==> config.mk <==
export PLATFORM = sky130hd
export DESIGN_NAME = rename_serialize_ctrl_flat
export DESIGN_NICKNAME = d
export VERILOG_FILES = /design/src/rtl/rename_serialize_ctrl_pkg.sv /design/src/rtl/rename_serialize_ctrl_if.sv /design/src/rtl/rename_serialize_ctrl_lane_select.sv /design/src/rtl/rename_serialize_ctrl.sv /design/src/flat_wrapper.sv
export SDC_FILE = /design/constraint.sdc
export NUM_CORES = 1
export LEC_CHECK = 0
export BUFFER_PORTS_ARGS = -buffer_cell sky130_fd_sc_hd__buf_2
export CORE_MARGIN = 2
export CORE_UTILIZATION = 30
export DETAILED_ROUTE_END_ITERATION = 8
export PLACE_DENSITY_LB_ADDON = 0.2
export REMOVE_ABC_BUFFERS = 1
export SETUP_SLACK_MARGIN = 0.1
export SLEW_MARGIN = 20
export SYNTH_ARGS = -nofsm -noshare
export SYNTH_HDL_FRONTEND = slang
export SYNTH_SLANG_ARGS = --single-unit
==> constraint.sdc <==
create_clock -name clk -period 6 [get_ports clk]
set_input_delay 0.3 -clock clk [delete_from_list [all_inputs] [get_ports clk]]
set_output_delay 0.3 -clock clk [all_outputs]
set_load 0.01 [all_outputs]
==> src/rtl/rename_serialize_ctrl_pkg.sv <==
// Shared types for the rename-stage serializer.
//   serialize_kind_e  : latched class of a serialized op (CSR, FENCE, FENCE_I)
//   serialize_phase_e : controller phase
//   decode_kind()     : maps the raw 2-bit lane kind onto serialize_kind_e
package rename_serialize_ctrl_pkg;

    typedef enum logic [1:0] {
        SER_CSR     = 2'd0,
        SER_FENCE   = 2'd1,
        SER_FENCE_I = 2'd2
    } serialize_kind_e;

    typedef enum logic [1:0] {
        PH_NORMAL     = 2'd0,
        PH_WAIT_OWN   = 2'd1,
        PH_WAIT_FLUSH = 2'd2
    } serialize_phase_e;

    // Reserved encoding 3 behaves as FENCE (the safe, fully draining choice).
    function automatic serialize_kind_e decode_kind(input logic [1:0] raw);
        case (raw)
            2'd0:    return SER_CSR;
            2'd2:    return SER_FENCE_I;
            default: return SER_FENCE;
        endcase
    endfunction

endpackage

==> src/rtl/rename_serialize_ctrl_if.sv <==
// Rename group / serializer interface.
//   master : upstream side (drives group, stall/clear, queue status, flush done)
//   slave  : serializer side (drives laneEnable, holdGroup, icFlushReq, timeout)
interface rename_serialize_ctrl_if #(
    parameter int unsigned WIDTH = 2
);
    logic                 stall;
    logic                 clear;
    logic [WIDTH-1:0]     valid;
    logic [WIDTH-1:0]     serialized;
    logic [2*WIDTH-1:0]   serKind;
    logic                 activeListEmpty;
    logic                 storeQueueEmpty;
    logic                 icFlushDone;
    logic [WIDTH-1:0]     laneEnable;
    logic                 holdGroup;
    logic                 icFlushReq;
    logic                 timeout;

    modport master (
        output stall, clear, valid, serialized, serKind,
               activeListEmpty, storeQueueEmpty, icFlushDone,
        input  laneEnable, holdGroup, icFlushReq, timeout
    );

    modport slave (
        input  stall, clear, valid, serialized, serKind,
               activeListEmpty, storeQueueEmpty, icFlushDone,
        output laneEnable, holdGroup, icFlushReq, timeout
    );
endinterface

==> src/rtl/rename_serialize_ctrl_lane_select.sv <==
// Priority encoder for the serializer: finds the oldest still-pending
// serialized lane and the pending lanes older than it.
//   valid, serialized, done_mask : lane status in
//   pend       : valid lanes not yet renamed in this group
//   sel_idx    : index of oldest pending serialized lane (k)
//   sel_onehot : one-hot of k (zero when no_ser)
//   no_ser     : no pending serialized lane
//   older_mask : pending lanes below k (all pending lanes when no_ser)
module rename_serialize_ctrl_lane_select #(
    parameter int unsigned WIDTH = 2,
    localparam int unsigned IDX_W = (WIDTH > 1) ? $clog2(WIDTH) : 1
) (
    input  logic [WIDTH-1:0] valid,
    input  logic [WIDTH-1:0] serialized,
    input  logic [WIDTH-1:0] done_mask,
    output logic [WIDTH-1:0] pend,
    output logic [IDX_W-1:0] sel_idx,
    output logic [WIDTH-1:0] sel_onehot,
    output logic             no_ser,
    output logic [WIDTH-1:0] older_mask
);

    assign pend = valid & ~done_mask;

    // Scan from the top so the lowest match wins.
    always_comb begin
        sel_idx    = '0;
        no_ser     = 1'b1;
        sel_onehot = '0;
        older_mask = '0;
        for (int i = int'(WIDTH) - 1; i >= 0; i--) begin
            if (pend[i] && serialized[i]) begin
                sel_idx = IDX_W'(i);
                no_ser  = 1'b0;
            end
        end
        for (int i = 0; i < int'(WIDTH); i++) begin
            if (!no_ser && (IDX_W'(i) == sel_idx)) begin
                sel_onehot[i] = 1'b1;
            end
            if (no_ser || (IDX_W'(i) < sel_idx)) begin
                older_mask[i] = pend[i];
            end
        end
    end

endmodule

==> src/rtl/rename_serialize_ctrl.sv <==
// Rename-stage serializer. Lets older lanes rename first, renames a
// serialized op alone once the machine has drained, holds younger lanes
// until it commits, issues an I-cache flush for FENCE_I, and flags a stuck
// serialization through a watchdog.
//   clk, rst_n : clock, asynchronous active-low reset
//   bus.slave  : group/status inputs; laneEnable/holdGroup/icFlushReq are
//                combinational from state and inputs, timeout is registered
module rename_serialize_ctrl
    import rename_serialize_ctrl_pkg::*;
#(
    parameter int unsigned WIDTH          = 2,
    parameter int unsigned TIMEOUT_CYCLES = 4096
) (
    input  logic                  clk,
    input  logic                  rst_n,
    rename_serialize_ctrl_if.slave bus
);

    localparam int unsigned IDX_W = (WIDTH > 1) ? $clog2(WIDTH) : 1;
    localparam int unsigned WD_W  = $clog2(TIMEOUT_CYCLES + 1);
    localparam logic [WD_W-1:0] WD_MAX = WD_W'(TIMEOUT_CYCLES);

    serialize_phase_e phase_q, phase_d;
    serialize_kind_e  kind_q, kind_d, cur_kind;
    logic [WIDTH-1:0] done_q, done_d;
    logic             flush_seen_q, flush_seen_d;
    logic [WD_W-1:0]  wd_q, wd_next;
    logic             timeout_q;

    logic [WIDTH-1:0] pend, sel_onehot, older_mask, lane_en;
    logic [IDX_W-1:0] sel_idx;
    logic             no_ser, hold, flush_req, drained, both_empty, wd_inc;
    logic [1:0]       cur_raw;

    rename_serialize_ctrl_lane_select #(.WIDTH(WIDTH)) u_sel (
        .valid      (bus.valid),
        .serialized (bus.serialized),
        .done_mask  (done_q),
        .pend       (pend),
        .sel_idx    (sel_idx),
        .sel_onehot (sel_onehot),
        .no_ser     (no_ser),
        .older_mask (older_mask)
    );

    // Raw kind of lane k, picked through the one-hot to keep indices constant.
    always_comb begin
        cur_raw = 2'b00;
        for (int i = 0; i < int'(WIDTH); i++) begin
            if (sel_onehot[i]) begin
                cur_raw = bus.serKind[2*i +: 2];
            end
        end
    end

    assign cur_kind   = decode_kind(cur_raw);
    assign both_empty = bus.activeListEmpty && bus.storeQueueEmpty;
    // CSR ops only need the active list empty; fences also wait on stores.
    assign drained    = bus.activeListEmpty && ((cur_kind == SER_CSR) || bus.storeQueueEmpty);

    // State register.
    always_ff @(posedge clk or negedge rst_n) begin
        if (!rst_n) begin
            phase_q      <= PH_NORMAL;
            kind_q       <= SER_CSR;
            done_q       <= '0;
            flush_seen_q <= 1'b0;
        end else begin
            phase_q      <= phase_d;
            kind_q       <= kind_d;
            done_q       <= done_d;
            flush_seen_q <= flush_seen_d;
        end
    end

    // Next-state and per-lane gating.
    always_comb begin
        phase_d   = phase_q;
        kind_d    = kind_q;
        done_d    = done_q;
        lane_en   = '0;
        hold      = 1'b0;
        flush_req = 1'b0;
        case (phase_q)
            PH_NORMAL: begin
                if (no_ser) begin
                    lane_en = pend;
                    if (!bus.stall) done_d = '0;
                end else if (|older_mask) begin
                    lane_en = older_mask;
                    hold    = 1'b1;
                    if (!bus.stall) done_d = done_q | older_mask;
                end else begin
                    hold = 1'b1;
                    if (drained) begin
                        lane_en = sel_onehot;
                        if (!bus.stall) begin
                            done_d  = done_q | sel_onehot;
                            kind_d  = cur_kind;
                            phase_d = PH_WAIT_OWN;
                        end
                    end
                end
            end
            PH_WAIT_OWN: begin
                hold = 1'b1;
                if (!bus.stall && both_empty) begin
                    if (kind_q == SER_FENCE_I) begin
                        flush_req = 1'b1;
                        phase_d   = PH_WAIT_FLUSH;
                    end else begin
                        phase_d = PH_NORMAL;
                    end
                end
            end
            PH_WAIT_FLUSH: begin
                hold = 1'b1;
                if (!bus.stall && (bus.icFlushDone || flush_seen_q)) phase_d = PH_NORMAL;
            end
            default: phase_d = PH_NORMAL;
        endcase
        // An issued flush must still complete, so clear never leaves WAIT_FLUSH.
        if (bus.clear) begin
            lane_en   = '0;
            flush_req = 1'b0;
            done_d    = '0;
            phase_d   = (phase_q == PH_WAIT_FLUSH) ? PH_WAIT_FLUSH : PH_NORMAL;
        end
    end

    // A flush-done pulse arriving while stalled/cleared in WAIT_FLUSH is kept
    // until the phase can actually advance, otherwise the pulse would be lost.
    assign flush_seen_d = (phase_q == PH_WAIT_FLUSH) && (phase_d == PH_WAIT_FLUSH)
                          && (flush_seen_q || bus.icFlushDone);

    // Watchdog: counts cycles spent serializing or fully blocked.
    assign wd_inc  = (phase_q != PH_NORMAL) || (hold && (lane_en == '0));
    assign wd_next = (wd_q == WD_MAX) ? wd_q : wd_q + WD_W'(1);

    always_ff @(posedge clk or negedge rst_n) begin
        if (!rst_n) begin
            wd_q      <= '0;
            timeout_q <= 1'b0;
        end else if (bus.clear) begin
            wd_q      <= '0;
            timeout_q <= 1'b0;
        end else if (wd_inc) begin
            wd_q <= wd_next;
            if (wd_next == WD_MAX) timeout_q <= 1'b1;
        end else begin
            wd_q <= '0;
        end
    end

    assign bus.laneEnable = lane_en;
    assign bus.holdGroup  = hold;
    assign bus.icFlushReq = flush_req;
    assign bus.timeout    = timeout_q;

`ifndef SYNTHESIS
    a_en_valid: assert property (@(posedge clk) disable iff (!rst_n)
        (lane_en & ~bus.valid) == '0);
    a_one_ser: assert property (@(posedge clk) disable iff (!rst_n)
        $countones(lane_en & bus.serialized) <= 1);
    a_flush_req: assert property (@(posedge clk) disable iff (!rst_n)
        flush_req |-> (phase_q == PH_WAIT_OWN && phase_d == PH_WAIT_FLUSH));
`endif

endmodule
==> src/flat_wrapper.sv <==
// flat-port wrapper written by rule: the top's interface ports become plain ports
module rename_serialize_ctrl_flat import rename_serialize_ctrl_pkg::*;
#(
    parameter int unsigned WIDTH          = 2,
    parameter int unsigned TIMEOUT_CYCLES = 4096
)
  (clk, rst_n, bus_stall, bus_clear, bus_valid, bus_serialized, bus_serKind, bus_activeListEmpty, bus_storeQueueEmpty, bus_icFlushDone, bus_laneEnable, bus_holdGroup, bus_icFlushReq, bus_timeout);
  rename_serialize_ctrl_if #(.WIDTH(WIDTH)) bus_i ();
  input  logic clk;
  input  logic rst_n;
  input wire logic [$bits(bus_i.stall)-1:0] bus_stall;
  input wire logic [$bits(bus_i.clear)-1:0] bus_clear;
  input wire logic [$bits(bus_i.valid)-1:0] bus_valid;
  input wire logic [$bits(bus_i.serialized)-1:0] bus_serialized;
  input wire logic [$bits(bus_i.serKind)-1:0] bus_serKind;
  input wire logic [$bits(bus_i.activeListEmpty)-1:0] bus_activeListEmpty;
  input wire logic [$bits(bus_i.storeQueueEmpty)-1:0] bus_storeQueueEmpty;
  input wire logic [$bits(bus_i.icFlushDone)-1:0] bus_icFlushDone;
  output wire logic [$bits(bus_i.laneEnable)-1:0] bus_laneEnable;
  output wire logic [$bits(bus_i.holdGroup)-1:0] bus_holdGroup;
  output wire logic [$bits(bus_i.icFlushReq)-1:0] bus_icFlushReq;
  output wire logic [$bits(bus_i.timeout)-1:0] bus_timeout;
  assign bus_i.stall = bus_stall;
  assign bus_i.clear = bus_clear;
  assign bus_i.valid = bus_valid;
  assign bus_i.serialized = bus_serialized;
  assign bus_i.serKind = bus_serKind;
  assign bus_i.activeListEmpty = bus_activeListEmpty;
  assign bus_i.storeQueueEmpty = bus_storeQueueEmpty;
  assign bus_i.icFlushDone = bus_icFlushDone;
  assign bus_laneEnable = bus_i.laneEnable;
  assign bus_holdGroup = bus_i.holdGroup;
  assign bus_icFlushReq = bus_i.icFlushReq;
  assign bus_timeout = bus_i.timeout;
  rename_serialize_ctrl #(.WIDTH(WIDTH), .TIMEOUT_CYCLES(TIMEOUT_CYCLES)) u_core (.clk(clk), .rst_n(rst_n), .bus(bus_i));
endmodule
======== After elaboration in Yosys (flattened, before gate mapping) ========
Cells that the tools add are included.
word-level totals
  logic and storage cells ................. 105
  memory bits (writable) .................. 0
  bits in latches ......................... 0
  input port bits ......................... 15
  register bits after elaboration ......... 21
  memories kept ........................... 0
  ROM bits ................................ 0
cells by class
  $lt $le $gt $ge ......................... 2
  multipliers ............................. 0
  $add $sub $neg .......................... 1
  shift operators ......................... 0
  reductions and logical operators ........ 32
  mux-type cells .......................... 46
  bitwise logic cells ..................... 8
  equal/unequal tests ..................... 10
  div/mod/pow operators ................... 0
operators with widths
  cell                                           count
  two-way mux 2 bit                              24
  two-way mux 13 bit                             3
  == test 13 bit, second input constant          2
  two-way mux 1 bit                              16
  adder 13 x 1 -> 13 bit, second input constant  1
  logical AND 1 bit                              11
  AND reduction 5 bit                            2
  inequality test 3 bit, second input constant   3
  == test 2 bit, second input constant           4
  zero test 2 bit                                4
  nonzero test 2 bit                             4
  one-hot mux 2 bit (3 select lines)             1
  logical OR 1 bit                               5
  inverter 1 bit                                 4
  OR 2 bit                                       2
  one-hot mux 2 bit (2 select lines)             1
  nonzero test 4 bit                             1
  OR reduction 2 bit                             2
  AND 2 bit                                      1
  == test 2 x 1 -> 1 bit, second input constant  1
  zero test 1 bit                                2
  < comparator 1 bit, first input constant       2
  inverter 2 bit                                 1
  one-hot mux 1 bit (2 select lines)             1
  AND reduction 2 bit                            1

======== Longest topological paths before layout ========
Gate-level depths: netlist of run 1.
  word-level depth ........................ 25
  mapped depth ............................ 8
  gate-level depth less buffers ........... 8

======== Cells and area by module ========
From an unflattened synthesis of run 1, not the netlist that was laid out.
unflattened totals
  cell total of the unflattened synthesis .. 175
  area total of the unflattened synthesis .. 1572.8 um2
modules (own cells, without submodules)
  module                             times used  cells an instance  seq. area each (um2)  area an instance (um2)
  rename_serialize_ctrl              1           167                525.5                 1511.4
  rename_serialize_ctrl_lane_select  1           8                  0.0                   61.3

======== Worst setup path before layout of run 1 ========
OpenSTA, ideal clock, no wires.
  path kind ............................... reg2reg
  from .................................... register u_core.wd_q[0]
  to ...................................... register u_core.timeout_q (netlist: u_core.bus.timeout)
  period minus slack after synthesis ...... 2.093 ns
  arrival time ............................ 2.026 ns
  slack ................................... 3.907 ns
  required time ........................... 5.933 ns
  setup time .............................. 0.067 ns
  cell stages (with the launch flop) ...... 9
  buffers on the path ..................... 1
  cells stage by stage .................... dfrtp_1 ha_1 and4_1 clkbuf_2 or4_1 a21boi_1 mux2i_1 nor4_2 a32o_1
between the ends
  longest elaborated chain between the ends .. 5
  elaborated cells on any way between the ends .. 6
  those cells by class .................... add/sub: 1; eq/ne: 2; mux: 1; reduce/logical: 2
RTL lines
  element                                                          RTL line                      RTL
  from (decl)                                                      rename_serialize_ctrl.sv:27   logic [WD_W-1:0] wd_q, wd_next;
  from (signal assigned)                                           rename_serialize_ctrl.sv:148  wd_q <= wd_next;
  adder 13 x 1 -> 13 bit / == test 13 bit (equally long branches)  rename_serialize_ctrl.sv:138  assign wd_next = (wd_q == WD_MAX) ? wd_q : wd_q + WD_W'(1);
  two-way mux 13 bit *                                             rename_serialize_ctrl.sv:138
  == test 13 bit *                                                 rename_serialize_ctrl.sv:149  if (wd_next == WD_MAX) timeout_q <= 1'b1;
  nonzero test 2 bit (no source line) *                            --
  AND reduction 2 bit (no source line) *                           --
  to (signal assigned)                                             rename_serialize_ctrl.sv:143  timeout_q <= 1'b0;
  to (signal assigned)                                             rename_serialize_ctrl.sv:146  timeout_q <= 1'b0;
  to (signal assigned)                                             rename_serialize_ctrl.sv:149
  to (decl)                                                        rename_serialize_ctrl.sv:28   logic timeout_q;
Mark *: on every way between the ends. The rest lies on a longest branch, timed or not.
A chain may end at the register's enable or synchronous reset.

======== Worst setup path after layout of run 1 ========
Same ends and word-level chain as after synthesis.

==> results of run 1 <==
[power by group]
group	leakage, nW	internal [mW]	switching (mW)
logic	0.400	0.0503	0.0715
registers	0.289	0.153	0.0101
clock network	0.0217	0.0470	0.0509
total	0.711	0.250	0.132
[cell families after synthesis]
logic type	Yosys count
adder cells (fa/ha/maj)	6
flip-flops	21
AO/OA/AOI/OAI	32
buffers and inverters	11
AND/OR/NAND/NOR	75
XOR/XNOR	11
multiplexers	4
[state kept, by name, summed over array words and instances, names as in the netlist]
| signal | flops |
|---|---|
| u_core.bus.timeout | 1 |
| u_core.done_q | 2 |
| u_core.flush_seen_q | 1 |
| u_core.kind_q | 2 |
| u_core.phase_q | 2 |
| u_core.wd_q | 13 |
[routing by layer]
metal | vias to the layer above | GRT usage, % | part of all wire, %
met3 | 7 | 2.49 | 3.9
li1 | 620 | - | -
met5 | - | 0 | 0
met4 | 0 | 5.14 | 1.9
met2 | 29 | 23.4 | 48
met1 | 614 | 16.2 | 46
[critical path, cell delays in order, from the launching register on]
cell	delay, ns
dfrtp_1	0.44
ha_1	0.31
and4_1	0.31
or4_1	0.42
a21boi_1	0.16
mux2i_1	0.10
nor4_2	0.27
a32o_1	0.20
[per-stage QoR]
step	hold WS, ns	cell area, sq um	worst slack (ns)	power [mW]	instances
2_1_floorplan	0.00441	1410	3.97	0.248	158
3_3_place_gp	0.289	1570	3.63	0.283	231
3_5_place_dp	0.298	1570	3.51	0.287	231
4_1_cts	0.00632	1620	3.57	0.385	235
5_1_grt	0.0283	1630	3.58	0.412	235
6_report	-0.0181	1630	3.74	0.383	235
[cell type report]
cell class                 count  area [sq um]  share of cell area, %
inverter                       9          33.8                   2.08
tap                           54          67.6                   4.15
multi-input combinational    128           857                   52.7
timing repair buffer          19          95.1                   5.84
clock inverter                 1          7.51                  0.461
sequential                    21           526                   32.3
clock buffer                   3          41.3                   2.54
[path summary, 6_finish.rpt]
path / from / to / slack (ns) / cells after the start
setup / recovery: u_core.wd_q[0]$_DFF_PN0_ / u_core.bus.timeout$_DFFE_PN0P_ / 3.74 / 7
hold / removal: rst_n / u_core.flush_seen_q$_DFF_PN0_ / -0.02 / 1
setup reg to reg: u_core.wd_q[0]$_DFF_PN0_ / u_core.bus.timeout$_DFFE_PN0P_ / 3.74 / 7
hold reg to reg: u_core.kind_q[1]$_DFFE_PN0P_ / u_core.kind_q[1]$_DFFE_PN0P_ / 0.50 / 2
max in group asynchronous: rst_n / u_core.done_q[1]$_DFFE_PN0P_ / 5.68 / 1
min in group clk: bus_clear / u_core.done_q[1]$_DFFE_PN0P_ / 0.31 / 2
[cells in the final DEF, fill, tap and decap left out, drive strengths merged, types with 6 or more instances in the layout]
cell type  Yosys  layout
nor2          22      22
xor2           6       6
ha             6       6
buf            0      19
inv            9       9
nand3          6       6
dfrtp         21      21
nand2         11      11
a21oi          7       7
==> results.yml, run 1 <==
worst_setup_path:
  end_kind: "register"
  path_class: "register to register"
  cp_max_fo: 8
  arrival_ns: 2.47
  cp.required_ns: 6.21
  startpoint_type: "register"
power:
  ir_worst_vdd_v: 0.0000967
  p_leak_nw: 0.711
  p_per_area_nw_per_um2: 235
cts:
  cts_tree: "built"
  post-cts-setup-buffer-count: 0
  cts_buffers: 3
  cts-htree-levels: 1
  cts_root_buf: "clkbuf_8"
  cts-resized-gates: 0
  cts.path.max_buffers: 2
  clock-sinks: 21
  clock_latency_ns: 0.26
  hold_buffers: 0
  cts.reportedPaths.clkPinSlew_ns: 0.09
detailed_routing:
  avgViaCountPerCell: 5.40
  vias: 1270
  ant_nets: 0
  drt-initial-drc-count: 96
  drt-wirelength-per-cell_um: 13.8
  wl_um: 3240
  dr.pass1.iters: 4
  drc: 0
global_routing:
  grt_pass1_wl_um: 5600
  track_usage_pct: 13.4
  grt_max_degree: 22
  antenna_found_initial: 0
  grt-ovfl-total: 0
  grt_pass1_vias: 1260
sta:
  worst_pin_slew_ns: 0.648
  maxSlewHeadroom_pct: 56.8
  finClkSkew_ns: 0.00536
  slew_violations: 0
  hold_viol_final: 21
  tns_ns: 0
  rsz0062_at_grt: "no"
  holdWs_ns: -0.0181
  period_minus_slack_ns: 2.26
  period_share_pct: 37.6
  max_freq_mhz: 443
  setup_viol_count_final: 0
synth:
  syn_inst: 160
  synth_cell_types: 45
  synthesis.area_sq_um: 1420
  synthMuxAreaShare_pct: 2.91
  netlist.area_leader.share_pct: 37.1
  ys_top_cells_by_area: "dfrtp_1 (37%), nor2_1 (5.8%), ha_1 (5.3%)"
  synth_ff_type: "dfrtp_1"
  synth_top_family_by_area: "simple AND/OR/NAND/NOR gates"
  yosysSeqAreaShare_pct: 37.1
  ys_ff_latch: 21
  ys_async_sr_fraction_pct: 100
  synth_area_per_cell_sq_um: 8.86
  yosysWarnings: 0
  synth-simple-area-share_pct: 29.5
  yosys-top-cells-count: "nor2_1 (22), dfrtp_1 (21), nand2_1 (11)"
  synth_compound_area_share_pct: 15.4
  synth_most_common_cell: "nor2_1"
  synth_top_cell_by_area: "dfrtp_1"
  synth_xor_area_share_pct: 6.80
  synthAdderAreaFrac_pct: 5.30
  synth_edf_count: 0
hold_path:
  hold_path_class: "primary input to asynchronous set/reset pin"
place:
  place_hpwl_um: 2430
  gp_congestion: 0.867
  portBuffers: 19
cells_and_area:
  area_growth_syn_to_layout_pct: 14.8
  drive_gt1_share_pct: 14.9
  nets: 203
  fillers: 478
  final_core_util_pct: 35.2
  diodes: 0
floorplanning:
  core-area_sq_um: 4630
  start_util_pct: 30.6
  rows: 25
  io_pins: 20
  dieArea_sq_um: 5290
  dieHeight_um: 72.7
  die_x_um: 72.7
run:
  maxCapViolCount: 0
status:
  violations: "negative hold slack"
  outcome: "complete, but fails checks"
No activity file was read; power rests on OpenSTA's default activity.
==> inputs of run 2 (changes only) <==
==> constraint.sdc (replaced) <==
create_clock -name clk -period 2.26 [get_ports clk]
set_input_delay 0.113 -clock clk [delete_from_list [all_inputs] [get_ports clk]]
set_output_delay 0.113 -clock clk [all_outputs]
set_load 0.01 [all_outputs]
==> run 2 against run 1 <==
  * The run now ends clean
  * Register-to-register slack worse by 3.5 ns
  * Worst hold slack better by 0.13 ns
  * Maximum frequency is 12% higher
  * Sequential share of layout area is 1.1 points lower
  * Power grew to 2.7 times the previous value
  * Utilization is 1.3 points higher
  * Final cell count is 2.1% higher
  * Largest power group unchanged
  * Critical path depth stayed put
  * Via count is 1.9% higher
  * Clock-buffer cell count is 1 higher
  * Global-route usage is 1.5 points higher
==> results.yml, run 2 (synthesis gave the netlist of run 1 again) <==
cells_and_area:
  largest_reg_flops: 13
  final_cell_count_no_fill: 240
  fillers: 473
  nets: 208
  layout_commonest_cell: "nor2_1"
  final_cell_mix: "nor2_1 (22), dfrtp_1 (21), buf_2 (19)"
  multi_input_area_sq_um: 880
  drive_gt1_share_pct: 17.7
  area_growth_syn_to_layout_pct: 19.0
  top_register: "u_core.wd_q"
  regArea_sq_um: 526
  diodes: 0
power:
  p_per_area_nw_per_um2: 617
  p_leak_nw: 0.745
  ir_worst_vdd_v: 0.000264
sta:
  hold_viol_final: 0
  period_minus_slack_ns: 2.01
  worst_pin_slew_ns: 0.504
  setup_viol_count_final: 0
  rsz0062_at_grt: "no"
  finClkSkew_ns: 0.00518
  period_share_pct: 89.1
  maxSlewHeadroom_pct: 66.4
  slew_violations: 0
  tns_ns: 0
  max_freq_mhz: 497
detailed_routing:
  drt-initial-drc-count: 48
  wl_um: 3550
  drt-wirelength-per-cell_um: 14.8
  vias: 1294
  dr.pass1.iters: 4
  drc: 0
  ant_nets: 0
  avgViaCountPerCell: 5.39
cts:
  clock_latency_ns: 0.26
  cts_buffers: 3
  cts.path.max_buffers: 2
  cts_tree: "built"
  cts-htree-levels: 1
  cts_root_buf: "clkbuf_8"
  cts.reportedPaths.clkPinSlew_ns: 0.08
  clock-sinks: 21
worst_setup_path:
  reg2reg_to: "u_core.bus.timeout$_DFFE_PN0P_"
  startpoint_type: "register"
  path_cells: "ha_1 -> and4_1 -> or4_1 -> a21boi_1 -> mux2i_1 -> nor4_2 -> a32o_1"
  critPathTopFamily: "simple AND/OR/NAND/NOR gates"
  reg2reg_depth: 7
  arrival_ns: 2.22
  r2r-start: "u_core.wd_q[0]$_DFF_PN0_"
  r2r_slack_ns: 0.25
  cp_slowest_stage_delay_ns: 0.43
  cp_slowest_cell: "dfrtp_1"
  path_buf_inv: 0
  cp_max_fo: 5
  end_kind: "register"
  cp.required_ns: 2.47
  path_class: "register to register"
floorplanning:
  die_x_um: 72.7
  start_util_pct: 30.6
  rows: 25
  io_pins: 20
  dieHeight_um: 72.7
  core-area_sq_um: 4630
  dieArea_sq_um: 5290
hold_path:
  hp-start: "bus_clear"
  hold_path_class: "primary input to register"
  holdPathEnd: "u_core.done_q[1]$_DFFE_PN0P_"
  min_path_cells: 2
global_routing:
  track_usage_pct: 14.9
  busiest_layer: "met2"
  gr-usage-met2_pct: 26.3
  grt_pass1_vias: 1382
  grt-ovfl-total: 0
  antenna_found_initial: 0
  grt_max_degree: 22
  grt_pass1_wl_um: 6280
  met3_usage_pct: 4.42
  gr-usage-met1_pct: 17.1
run:
  maxCapViolCount: 0
status:
  outcome: "finished, final reports clean"
place:
  placed_cells: 235
  place_hpwl_um: 2700
  portBuffers: 19
  gp_congestion: 0.859
run 2: through the flow:
| stage | power (mW) | cell area (sq um) | setup WS [ns] | hold slack [ns] | utilization, % |
|---|---|---|---|---|---|
| global route | 1.13 | 1690 | 0.0525 | 0.115 | 36.4 |
| global placement | 0.758 | 1600 | 0.257 | 0.103 | 34.6 |
| detailed placement | 0.779 | 1600 | 0.164 | 0.113 | 34.6 |
| floorplan | 0.659 | 1410 | 0.234 | -0.183 | - |
| finish | 1.04 | 1690 | 0.246 | 0.110 | 36.4 |
| CTS | 1.04 | 1660 | 0.152 | 0.111 | 35.8 |
run 2: per-layer routing:
metal  share of wire [%]  wire [um]
met1                  44       1560
met2                  51       1800
met3                 4.6        164
met4                0.84         30
met5                   0          0
run 2: report_power, final:
group | total, mW | internal [mW] | switching, mW
Clock | 0.253 | 0.126 | 0.127
Sequential | 0.434 | 0.407 | 0.0278
Combinational | 0.354 | 0.156 | 0.198
run 2: timing repair:
item,in CTS,in global routing
resized for setup,0,5
buffers inserted,0,0
endpoints found under the setup margin,0,1
endpoints found under the hold margin,21,0
hold buffers,1,0
run 2: worst register-to-register path: cells and delay by family (launching register included):
kind                       cells  cell delay, ns
adders and majority gates      1            0.24
DFF                            1            0.43
AOI/OAI and AO/OA              2            0.33
muxes                          1            0.10
and+or+nand+nor                3            0.86
run 2: worst max path at each step:
stage	from	slack, ns	endpoint	cells after the start
after global routing	u_core.wd_q[0]$_DFF_PN0_	0.05	u_core.bus.timeout$_DFFE_PN0P_	8
after CTS	u_core.wd_q[0]$_DFF_PN0_	0.15	u_core.bus.timeout$_DFFE_PN0P_	8
after global placement	u_core.wd_q[0]$_DFF_PN0_	0.26	u_core.bus.timeout$_DFFE_PN0P_	8
after floorplan	u_core.wd_q[0]$_DFF_PN0_	0.23	u_core.bus.timeout$_DFFE_PN0P_	7
after detailed placement	u_core.wd_q[0]$_DFF_PN0_	0.16	u_core.bus.timeout$_DFFE_PN0P_	8
final	u_core.wd_q[0]$_DFF_PN0_	0.25	u_core.bus.timeout$_DFFE_PN0P_	7
run 2: cell type report:
cell class	instances	area share, %
clock buffer	4	2.67
inverter	9	2.00
multi-input combinational	128	52.2
sequential	21	31.2
tap	54	4.01
timing repair buffer	24	8.01
==> inputs of run 3 (changes only) <==
--- a/config.mk
+++ b/config.mk
@@ -6,10 +6,12 @@
 export NUM_CORES = 1
 export LEC_CHECK = 0
 export BUFFER_PORTS_ARGS = -buffer_cell sky130_fd_sc_hd__buf_2
+export CORE_ASPECT_RATIO = 1.1
 export CORE_MARGIN = 2
 export CORE_UTILIZATION = 30
 export DETAILED_ROUTE_END_ITERATION = 8
 export PLACE_DENSITY_LB_ADDON = 0.2
+export RECOVER_POWER = 50
 export REMOVE_ABC_BUFFERS = 1
 export SETUP_SLACK_MARGIN = 0.1
 export SLEW_MARGIN = 20
==> run 3 against run 2 <==
  * Non-clock buffer count up 1
  * Via count down 2.9%
  * Die area about the same
  * Global-route usage down 1.8 points
  * Largest power group unchanged
  * Highest routed layer unchanged
==> results.yml, run 3 (synthesis gave the netlist of run 1 again) <==
power:
  p_per_area_nw_per_um2: 608
  p_leak_nw: 0.739
  ir_worst_vdd_v: 0.000253
  p_total_mw: 1.02
cts:
  cts-htree-levels: 1
  cts_root_buf: "clkbuf_8"
  cts_tree: "built"
  cts_buffers: 3
  clock-sinks: 21
  clock_latency_ns: 0.26
  cts.path.max_buffers: 2
  cts.reportedPaths.clkPinSlew_ns: 0.07
place:
  place_hpwl_um: 2610
  gp_congestion: 0.829
  dp_slack_ns: 0.116
  place_area_sq_um: 1600
  portBuffers: 19
detailed_routing:
  dr.pass1.iters: 4
  wl_um: 3290
  ant_nets: 0
  drt-initial-drc-count: 51
  drt-wirelength-per-cell_um: 13.5
  avgViaCountPerCell: 5.17
  vias: 1256
  drc: 0
worst_setup_path:
  startpoint: "u_core.wd_q[0]$_DFF_PN0_"
  startpoint_type: "register"
  cp_max_fo: 6
  end_kind: "register"
  path_buf_inv: 0
  r2r-start: "u_core.wd_q[0]$_DFF_PN0_"
  cp_slowest_stage_delay_ns: 0.41
  cp.depth: 7
  cp_slowest_cell: "dfrtp_1"
  reg2reg_depth: 7
  cp.required_ns: 2.46
  critPathTopFamily: "simple AND/OR/NAND/NOR gates"
  path_cells: "ha_1 -> and4_4 -> or4_1 -> a21boi_1 -> mux2i_1 -> nor4_2 -> a32o_1"
  arrival_ns: 2.21
  path_class: "register to register"
cells_and_area:
  nets: 209
  final_cell_mix: "nor2_1 (22), dfrtp_1 (21), buf_2 (17)"
  largest_reg_flops: 13
  top_register: "u_core.wd_q"
  drive_gt1_share_pct: 16.6
  layout_commonest_cell: "nor2_1"
  fillers: 491
  final_area_sq_um: 1680
  diodes: 0
  area_growth_syn_to_layout_pct: 18.4
sta:
  period_share_pct: 88.9
  worst_pin_slew_ns: 1.11
  max_freq_mhz: 498
  finClkSkew_ns: 0.00573
  setup_slack_ns: 0.251
  tns_ns: 0
  setup_viol_count_final: 0
  rsz0062_at_grt: "no"
  slew_violations: 0
  holdWs_ns: 0.125
  hold_viol_final: 0
  period_minus_slack_ns: 2.01
  maxSlewHeadroom_pct: 25.8
hold_path:
  min_path_cells: 2
  hold_path_class: "primary input to register"
  hp-start: "bus_clear"
floorplanning:
  die_x_um: 69.5
  start_util_pct: 30.9
  dieArea_sq_um: 5290
  rows: 26
  dieHeight_um: 76.1
  core-area_sq_um: 4590
  io_pins: 20
global_routing:
  grt_max_degree: 22
  grt_pass1_vias: 1303
  antenna_found_initial: 0
  grt-ovfl-total: 0
  grt_pass1_wl_um: 5690
  track_usage_pct: 13.0
run:
  maxCapViolCount: 0
status:
  outcome: "finished, final reports clean"
run 3: cell count changes in the layout (fill, tap and decap cells not counted), sizes merged:
cell	previous run	this run
clkbuf	4	6
buf	23	22
run 3: timing repair:
| item | 4_1_cts | 5_1_grt |
|---|---|---|
| setup endpoints to repair | 0 | 1 |
| buffers inserted | 0 | 2 |
| hold buffers | 1 | 0 |
| gates resized for setup | 0 | 4 |
| endpoints found under the hold margin | 21 | 0 |
run 3: layout make-up:
cell class,count,area (sq um),area share (%)
Multi-Input combinational cell,128,865,51.5
Clock buffer,4,45.0,2.68
Timing Repair Buffer,25,140,8.35
Sequential cell,21,526,31.3
Inverter,9,33.8,2.01
Tap cell,56,70.1,4.17
run 3: per-stage QoR:
stage | util, % | std cells
after floorplan | - | 158
after global placement | 34.8 | 236
after detailed placement | 34.8 | 236
after CTS | 36.0 | 241
after global routing | 36.6 | 243
final | 36.6 | 243
run 3: final timing paths:
path | endpoint | slack (ns)
worst max-delay path | u_core.bus.timeout$_DFFE_PN0P_ | 0.25
worst min-delay path | u_core.done_q[1]$_DFFE_PN0P_ | 0.12
worst max register to register | u_core.bus.timeout$_DFFE_PN0P_ | 0.25
worst min register to register | u_core.bus.timeout$_DFFE_PN0P_ | 0.50
max in group asynchronous | u_core.flush_seen_q$_DFF_PN0_ | 1.02
min in group asynchronous | u_core.wd_q[4]$_DFF_PN0_ | 0.58
run 3: report_power, final:
part           switching (mW)  internal, mW  leakage [nW]
clock network           0.116         0.126        0.0228
logic                   0.193         0.156         0.427
registers              0.0233         0.407         0.289
total                   0.333         0.688         0.739
run 3: per-layer routing:
metal	wire [um]	vias up	track usage, %
met3	128	4	2.25
met4	40	0	5.29
met1	1410	595	15.2
met2	1710	24	23.5
li1	-	633	-
met5	0	-	0
